File: src/rtl/des_key_sched.sv
// DES round-key generator: PC-1 load, per-round C/D rotation, PC-2 output with valid/ready.
// Optional DES_KEY_PARITY_CHECK_EN adds a registered odd-parity check on key_in bytes.
module des_key_sched (
    input  logic        clk,
    input  logic        rst,
    input  logic [63:0] key_in,
    input  logic        decrypt,
    input  logic        start,
    output logic        busy,
    output logic        subkey_valid,
    input  logic        subkey_ready,
    output logic [47:0] subkey,
    output logic [3:0]  round_idx,
    output logic        last_key
`ifdef DES_KEY_PARITY_CHECK_EN
    ,
    output logic        parity_err
`endif
);

    // Tables use FIPS numbering: bit 1 is the MSB.
    localparam int PC1 [56] = '{
        57, 49, 41, 33, 25, 17,  9,  1, 58, 50, 42, 34, 26, 18,
        10,  2, 59, 51, 43, 35, 27, 19, 11,  3, 60, 52, 44, 36,
        63, 55, 47, 39, 31, 23, 15,  7, 62, 54, 46, 38, 30, 22,
        14,  6, 61, 53, 45, 37, 29, 21, 13,  5, 28, 20, 12,  4};

    localparam int PC2 [48] = '{
        14, 17, 11, 24,  1,  5,  3, 28, 15,  6, 21, 10,
        23, 19, 12,  4, 26,  8, 16,  7, 27, 20, 13,  2,
        41, 52, 31, 37, 47, 55, 30, 40, 51, 45, 33, 48,
        44, 49, 39, 56, 34, 53, 46, 42, 50, 36, 29, 32};

    typedef enum logic {IDLE, RUN} state_t;

    state_t      state, state_nxt;
    logic [27:0] c_reg, d_reg;
    logic        dec_q;
    logic        load, fire, advance;
    logic [55:0] pc1_key;

    function automatic logic [55:0] pc1_perm(input logic [63:0] k);
        logic [55:0] r;
        r = '0;
        for (int i = 0; i < 56; i++) r[55-i] = k[64-PC1[i]];
        return r;
    endfunction

    function automatic logic [47:0] pc2_perm(input logic [55:0] cd);
        logic [47:0] r;
        r = '0;
        for (int i = 0; i < 48; i++) r[47-i] = cd[56-PC2[i]];
        return r;
    endfunction

    // Rounds 1, 2, 9 and 16 (0-based 0, 1, 8, 15) shift by one, all others by two.
    function automatic logic one_shift(input logic [3:0] idx);
        return (idx == 4'd0) || (idx == 4'd1) || (idx == 4'd8) || (idx == 4'd15);
    endfunction

    function automatic logic [27:0] rotl(input logic [27:0] x, input logic one);
        return one ? {x[26:0], x[27]} : {x[25:0], x[27:26]};
    endfunction

    function automatic logic [27:0] rotr(input logic [27:0] x, input logic one);
        return one ? {x[0], x[27:1]} : {x[1:0], x[27:2]};
    endfunction

    assign pc1_key      = pc1_perm(key_in);
    assign busy         = (state == RUN);
    assign subkey_valid = (state == RUN);
    assign subkey       = pc2_perm({c_reg, d_reg});
    assign last_key     = (state == RUN) && (dec_q ? (round_idx == 4'd0) : (round_idx == 4'd15));

    always_comb begin
        state_nxt = state;
        load      = 1'b0;
        fire      = 1'b0;
        advance   = 1'b0;
        case (state)
            IDLE: begin
                load = start;
                if (start) state_nxt = RUN;
            end
            RUN: begin
                fire    = subkey_ready;
                advance = subkey_ready && !last_key;
                if (subkey_ready && last_key) state_nxt = IDLE;
            end
            default: state_nxt = IDLE;
        endcase
    end

    always_ff @(posedge clk or posedge rst) begin
        if (rst) state <= IDLE;
        else     state <= state_nxt;
    end

    // Decrypt loads the unrotated PC-1 value, which equals C16/D16 after a full 28-bit rotation.
    always_ff @(posedge clk or posedge rst) begin
        if (rst) begin
            c_reg     <= '0;
            d_reg     <= '0;
            round_idx <= '0;
            dec_q     <= 1'b0;
        end else if (load) begin
            dec_q <= decrypt;
            if (decrypt) begin
                c_reg     <= pc1_key[55:28];
                d_reg     <= pc1_key[27:0];
                round_idx <= 4'd15;
            end else begin
                c_reg     <= rotl(pc1_key[55:28], 1'b1);
                d_reg     <= rotl(pc1_key[27:0], 1'b1);
                round_idx <= 4'd0;
            end
        end else if (advance) begin
            if (dec_q) begin
                c_reg     <= rotr(c_reg, one_shift(round_idx));
                d_reg     <= rotr(d_reg, one_shift(round_idx));
                round_idx <= round_idx - 4'd1;
            end else begin
                c_reg     <= rotl(c_reg, one_shift(round_idx + 4'd1));
                d_reg     <= rotl(d_reg, one_shift(round_idx + 4'd1));
                round_idx <= round_idx + 4'd1;
            end
        end
    end

`ifdef DES_KEY_PARITY_CHECK_EN
    // Every key byte must have odd parity; an even byte flags an error.
    logic parity_bad;
    always_comb begin
        parity_bad = 1'b0;
        for (int b = 0; b < 8; b++) parity_bad = parity_bad | ~(^key_in[b*8 +: 8]);
    end

    always_ff @(posedge clk or posedge rst) begin
        if (rst)       parity_err <= 1'b0;
        else if (load) parity_err <= parity_bad;
    end
`endif

endmodule
File: config.mk
export PLATFORM = sky130hd
export DESIGN_NAME = des_key_sched
export DESIGN_NICKNAME = d
export VERILOG_FILES = /design/src/rtl/des_key_sched.sv
export SDC_FILE = /design/constraint.sdc
export NUM_CORES = 1
export LEC_CHECK = 0
export BUFFER_PORTS_ARGS = -buffer_cell sky130_fd_sc_hd__clkbuf_2
export CORE_MARGIN = 5
export CORE_UTILIZATION = 58
export CTS_BUF_LIST = sky130_fd_sc_hd__clkbuf_4 sky130_fd_sc_hd__clkbuf_8
export CTS_CLUSTER_SIZE = 30
export DETAILED_ROUTE_END_ITERATION = 8
export GPL_TIMING_DRIVEN = 0
export PLACE_DENSITY = 0.84
export REMOVE_ABC_BUFFERS = 1
export SYNTH_ARGS = -nofsm -noshare
export SYNTH_HDL_FRONTEND = slang
export SYNTH_SLANG_ARGS = --single-unit
File: constraint.sdc
create_clock -name clk -period 3.1 [get_ports clk]
set_clock_uncertainty 0.1 [all_clocks]
set_input_delay 0.775 -clock clk [delete_from_list [all_inputs] [get_ports clk]]
set_output_delay 0.775 -clock clk [all_outputs]
set_load 0.005 [all_outputs]
Word level (Yosys, flattened, before mapping) --
Index checks and enable logic that the tools add are counted.
Storage, ports and cells: output and inout bits 55, register bits after elaboration 62, input port bits 69, word-level logic and storage cells 49
Operators by class: reductions and logical operators 13, add/subtract/negate cells 2, equality and inequality tests 6, muxes and demuxes 22, bitwise operators 1
Operators with widths (number):
- 28-bit two-way mux | 12
- 4-bit equality test (second input constant) | 4
- 4-bit two-way mux | 4
- 4-bit by 1-bit equality test with 1-bit output (second input constant) | 2
- 4-bit logical NOT | 2
- 1-bit logical OR | 6
- 1-bit two-way mux | 5
- 4-bit by 1-bit adder with 4-bit output (second input constant) | 1
- 4-bit by 1-bit subtractor with 4-bit output (second input constant) | 1
- 1-bit logical AND | 3
- 1-bit one-hot mux with 2 select lines | 1
- 2-bit nonzero test | 1
- 1-bit logical NOT | 1
- 1-bit NOT | 1

Depth between registers and ports, before layout --
word-level depth 9, depth in mapped cells 9, mapped depth without buffers 7

Worst setup path before layout --
No wires, ideal clock.
path kind register -> output, start point reg round_idx[0], end point out last_key, path buffers 0, required time 2225 ps, setup slack 814 ps, stages on the path, launching flop included 6, arrival time 1411 ps, path through dfrtp_1 inv_1 ha_1 and4bb_4 or2_2 and2_1
On the way: longest elaborated chain between the ends 3, elaborated cells on any way between the ends 4, classes of those cells eq/ne (1); mux (1); reduce/logical (2)
Ends and longest elaborated chain:
- start, declared | RTL line 13 | output logic [3:0] round_idx,
- start signal, assigned | RTL line 121 | round_idx <= round_idx - 4'd1;
- start signal, assigned | RTL line 125 | round_idx <= round_idx + 4'd1;
- 4-bit equality test / 4-bit logical NOT (equally long branches) | RTL line 73 | assign last_key = (state == RUN) && (dec_q ? (round_idx == 4'd0) : (round_idx == 4'd15));
- 1-bit two-way mux * | RTL line 73
- 1-bit logical AND * | RTL line 73
- end, declared | RTL line 14 | output logic last_key
Every way passes the cells marked *; elsewhere a longest branch is shown, timed or not.

Worst setup path in the final report --
Same ends and word-level chain as after synthesis.

==> insert_results.sql <==
INSERT INTO impl_metrics (metric_group, metric, value, unit) VALUES
('setup_path', 'critical_path.slowest_cell', 'sky130_fd_sc_hd__dfrtp_1', ''),
('route', 'route.detailed.vias_per_inst', '6.607', ''),
('timing', 'finalSetupViolCount', '0', ''),
('yosys', 'commonest_register_cell_after_synthesis', 'sky130_fd_sc_hd__dfrtp_1', ''),
('yosys', 'synth_area', '6033', 'um2'),
('clock_tree', 'cts_htree_levels', '3', ''),
('timing', 'fmax', '0.3495', 'GHz'),
('clock_tree', 'clk_pin_slew_worst_paths', '0.08', 'ns'),
('route', 'route.detailed.drc', '0', ''),
('setup_path', 'rr_worst_depth', '8', ''),
('clock_tree', 'cts_tree', 'built', ''),
('clock_tree', 'cts.root.buffer_cell', 'sky130_fd_sc_hd__clkbuf_8', ''),
('setup_path', 'cp_cell_sequence', 'inv_1, ha_1, and4bb_4, or2_2, and2_1, clkbuf_2', ''),
('finish', 'finish.net_count', '777', ''),
('die', 'die_area', '12540', 'um2'),
('die', 'die_y', '112.0', 'um'),
('pwr', 'power_per_cell_area', '1143', 'nW/um2'),
('route', 'route.antenna.remaining_nets', '0', ''),
('finish', 'final_core_util', '0.6433', ''),
('setup_path', 'critical_path_s_top_delay_family', 'simple AND/OR/NAND/NOR gates', ''),
('pwr', 'fin_total_pwr', '7.522', 'mW'),
('yosys', 'synthesis.yosys.warnings', '0', ''),
('route', 'initialDrtViolationCount', '534', ''),
('placed_design', 'placed_cells_incl_taps', '828', ''),
('yosys', 'syn-instance-count', '680', ''),
('die', 'fp-row-count', '37', ''),
('finish', 'finish.cell_count_without_fillers', '843', ''),
('timing', 'finalCriticalPeriod', '2.861', 'ns'),
('yosys', 'postSynth.asyncResetShare', '1.000', ''),
('setup_path', 'regToRegSetupSlack', '0.37', 'ns'),
('yosys', 'synthDominantAreaCellType', 'sky130_fd_sc_hd__dfrtp_1', ''),
('timing', 'max-slew-margin-rel', '0.4443', ''),
('global_route', 'initial_antenna_violation_count', '0', ''),
('route', 'avgRoutedWirePerCell', '18.71', 'um'),
('global_route', 'vias_in_the_first_global_route', '5198', ''),
('clock_tree', 'cts_buffers', '9', ''),
('die', 'io_pins', '124', ''),
('yosys', 'number_of_enable_flip_flop_cells_after_synthesis', '0', ''),
('finish', 'antenna_cells_inserted', '0', ''),
('route', 'via_count', '5570', ''),
('clock_tree', 'number_of_buffers_inserted_by_hold_repair_at_cts', '0', ''),
('yosys', 'ys_types', '36', ''),
('pwr', 'leakage', '2.638', 'nW'),
('setup_path', 'worst-path-max-fanout', '8', ''),
('run', 'drv_cap', '0', ''),
('setup_path', 'critPathArrivalTime', '1.99', 'ns'),
('placed_design', 'place.detailed.hpwl', '10470', 'um'),
('global_route', 'grt_max_degree', '84', ''),
('min_path', 'hold_path.class', 'input port to async pin', ''),
('route', 'routed_wl', '15770', 'um'),
('timing', 'grt_setup_unrepaired', 'no', ''),
('timing', 'maxSlewViolCount', '0', ''),
('timing', 'worstMarginPinSlew', '0.8335', 'ns'),
('setup_path', 'critPathMaxStageDelay', '0.49', 'ns'),
('setup_path', 'required', '2.22', 'ns'),
('yosys', 'yosys-top-cells-area', 'sky130_fd_sc_hd__dfrtp_1, sky130_fd_sc_hd__mux2i_1, sky130_fd_sc_hd__o211ai_1', ''),
('setup_path', 'worst_reg2reg_path_startpoint', 'round_idx[0]', ''),
('die', 'core_region_area', '10230', 'um2'),
('setup_path', 'path_buf_inv', '2', ''),
('setup_path', 'r2r-end', 'c_reg[19]', ''),
('yosys', 'part_of_the_yosys_area_used_for_sequential_elements', '0.2572', ''),
('finish', 'area_growth', '9.083', '%'),
('setup_path', 'crit_path_kind', 'flop to output port', ''),
('yosys', 'syn-mean-instance-area', '8.872', 'um2'),
('status', 'result_of_the_run', 'complete, no violations', ''),
('yosys', 'number_of_storage_elements_in_the_synthesis_netlist', '62', ''),
('global_route', 'grt.overflow.total', '0', ''),
('finish', 'proportion_of_layout_cells_with_a_drive_suffix_above_1', '0.2942', ''),
('die', 'die-width', '112.0', 'um'),
('yosys', 'area_share_of_the_leading_cell_type_in_the_synthesized_netlist', '0.2572', ''),
('global_route', 'grt_first_pass_wirelength', '26300', 'um');
[cell usage after synthesis (3+ instances only)]
cell type / instances
sky130_fd_sc_hd__o21ai_1: 19
sky130_fd_sc_hd__mux2_2: 54
sky130_fd_sc_hd__a31oi_1: 57
sky130_fd_sc_hd__clkbuf_1: 37
sky130_fd_sc_hd__buf_6: 3
sky130_fd_sc_hd__nand2_1: 10
sky130_fd_sc_hd__nand2b_1: 3
sky130_fd_sc_hd__o21ai_0: 43
sky130_fd_sc_hd__nand3_1: 3
sky130_fd_sc_hd__inv_1: 4
sky130_fd_sc_hd__ha_1: 5
sky130_fd_sc_hd__buf_2: 21
sky130_fd_sc_hd__dfrtp_1: 62
sky130_fd_sc_hd__buf_4: 52
sky130_fd_sc_hd__o211ai_1: 112
sky130_fd_sc_hd__mux2i_1: 113
sky130_fd_sc_hd__nor2_1: 61
[per-stage QoR]
| stage | setup WS (ns) | hold WS [ns] | area (um2) | TNS, ns |
|---|---|---|---|---|
| final | 0.2388 | 0.4923 | 6581 | 0 |
| after global routing | 0.1354 | 0.5613 | 6581 | 0 |
| after CTS | 0.2048 | 0.5016 | 6581 | 0 |
| after detailed placement | 0.2002 | 0.4911 | 6417 | 0 |
| after global placement | -4.674 | 0.4666 | 6102 | -296.90 |
| after floorplan | -2.112 | 0.4718 | 5356 | -126.01 |
[final cells by class]
| class | instances | area (um2) |
|---|---|---|
| clock buffers | 13 | 153.9 |
| inverters | 4 | 17.52 |
| repair buffers | 127 | 858.3 |
| flip-flops and latches | 62 | 1551 |
| clock inverters | 2 | 10.01 |
| multi-input cells | 499 | 3820 |
| well taps | 136 | 170.2 |
| fillers | 852 | 3650 |
[layout by cell type (no fill, tap or decap), types with 2 or more instances in the layout]
| master | netlist | routed |
|---|---|---|
| sky130_fd_sc_hd__a31oi_1 | 57 | 57 |
| sky130_fd_sc_hd__buf_12 | 0 | 5 |
| sky130_fd_sc_hd__buf_16 | 0 | 6 |
| sky130_fd_sc_hd__clkbuf_2 | 1 | 114 |
| sky130_fd_sc_hd__clkbuf_4 | 0 | 5 |
| sky130_fd_sc_hd__clkbuf_8 | 0 | 9 |
| sky130_fd_sc_hd__clkinv_2 | 0 | 2 |
| sky130_fd_sc_hd__dfrtp_1 | 62 | 62 |
| sky130_fd_sc_hd__ha_1 | 5 | 5 |
| sky130_fd_sc_hd__inv_1 | 4 | 3 |
| sky130_fd_sc_hd__mux2_1 | 2 | 2 |
| sky130_fd_sc_hd__mux2_2 | 54 | 54 |
| sky130_fd_sc_hd__mux2i_1 | 113 | 113 |
| sky130_fd_sc_hd__nand2_1 | 10 | 10 |
| sky130_fd_sc_hd__nand2b_1 | 3 | 2 |
| sky130_fd_sc_hd__nand3_1 | 3 | 3 |
| sky130_fd_sc_hd__nor2_1 | 61 | 60 |
| sky130_fd_sc_hd__o211ai_1 | 112 | 112 |
| sky130_fd_sc_hd__o21ai_0 | 43 | 43 |
| sky130_fd_sc_hd__o21ai_1 | 19 | 18 |
[worst max-delay path by stage]
stage                             from         to  slack (ns)  depth (start not counted)
final                     round_idx[0]   last_key        0.24                          6
after floorplan                  start   c_reg[0]       -2.11                          4
after global placement           start  d_reg[19]       -4.67                          5
after detailed placement         start  c_reg[18]        0.20                          9
after global routing      round_idx[0]   last_key        0.14                          6
after CTS                 round_idx[0]   last_key        0.20                          6
[layer usage]
layer	track usage	up-vias	share of wire	routed length, um
met5	0	-	0	0
met4	0.08574	0	0.024	376
met3	0.03913	31	0.059	923
met2	0.4089	228	0.49	7759
met1	0.3302	2719	0.43	6710
li1	-	2592	-	-
[logic make-up (layout without fill, tap and decap cells)]
kind of cell,Yosys count,in the layout,synth area share
xor+xnor,1,1,0.001452
mux,169,169,0.2920
compound gates,239,239,0.2628
fa+ha+maj,5,5,0.01037
buf+inv,119,146,0.1147
simple gates,85,85,0.06159
flops,62,62,0.2572
[report_power, final]
group / internal, mW / total (mW) / switching (mW)
logic: 2.47 / 4.84 / 2.36
clock network: 0.320 / 0.642 / 0.322
registers: 1.24 / 2.04 / 0.803
[worst reg2reg max path, stage by stage (launching register included)]
cell and delay [ns]:
sky130_fd_sc_hd__dfrtp_1 0.49, sky130_fd_sc_hd__inv_1 0.13, sky130_fd_sc_hd__ha_1 0.25, sky130_fd_sc_hd__nor2_1 0.09, sky130_fd_sc_hd__a22o_2 0.63, sky130_fd_sc_hd__buf_12 0.28
sky130_fd_sc_hd__mux2_2 0.38, sky130_fd_sc_hd__o211ai_1 0.11, sky130_fd_sc_hd__o211ai_1 0.13
Power figures use the tool's default switching activity.
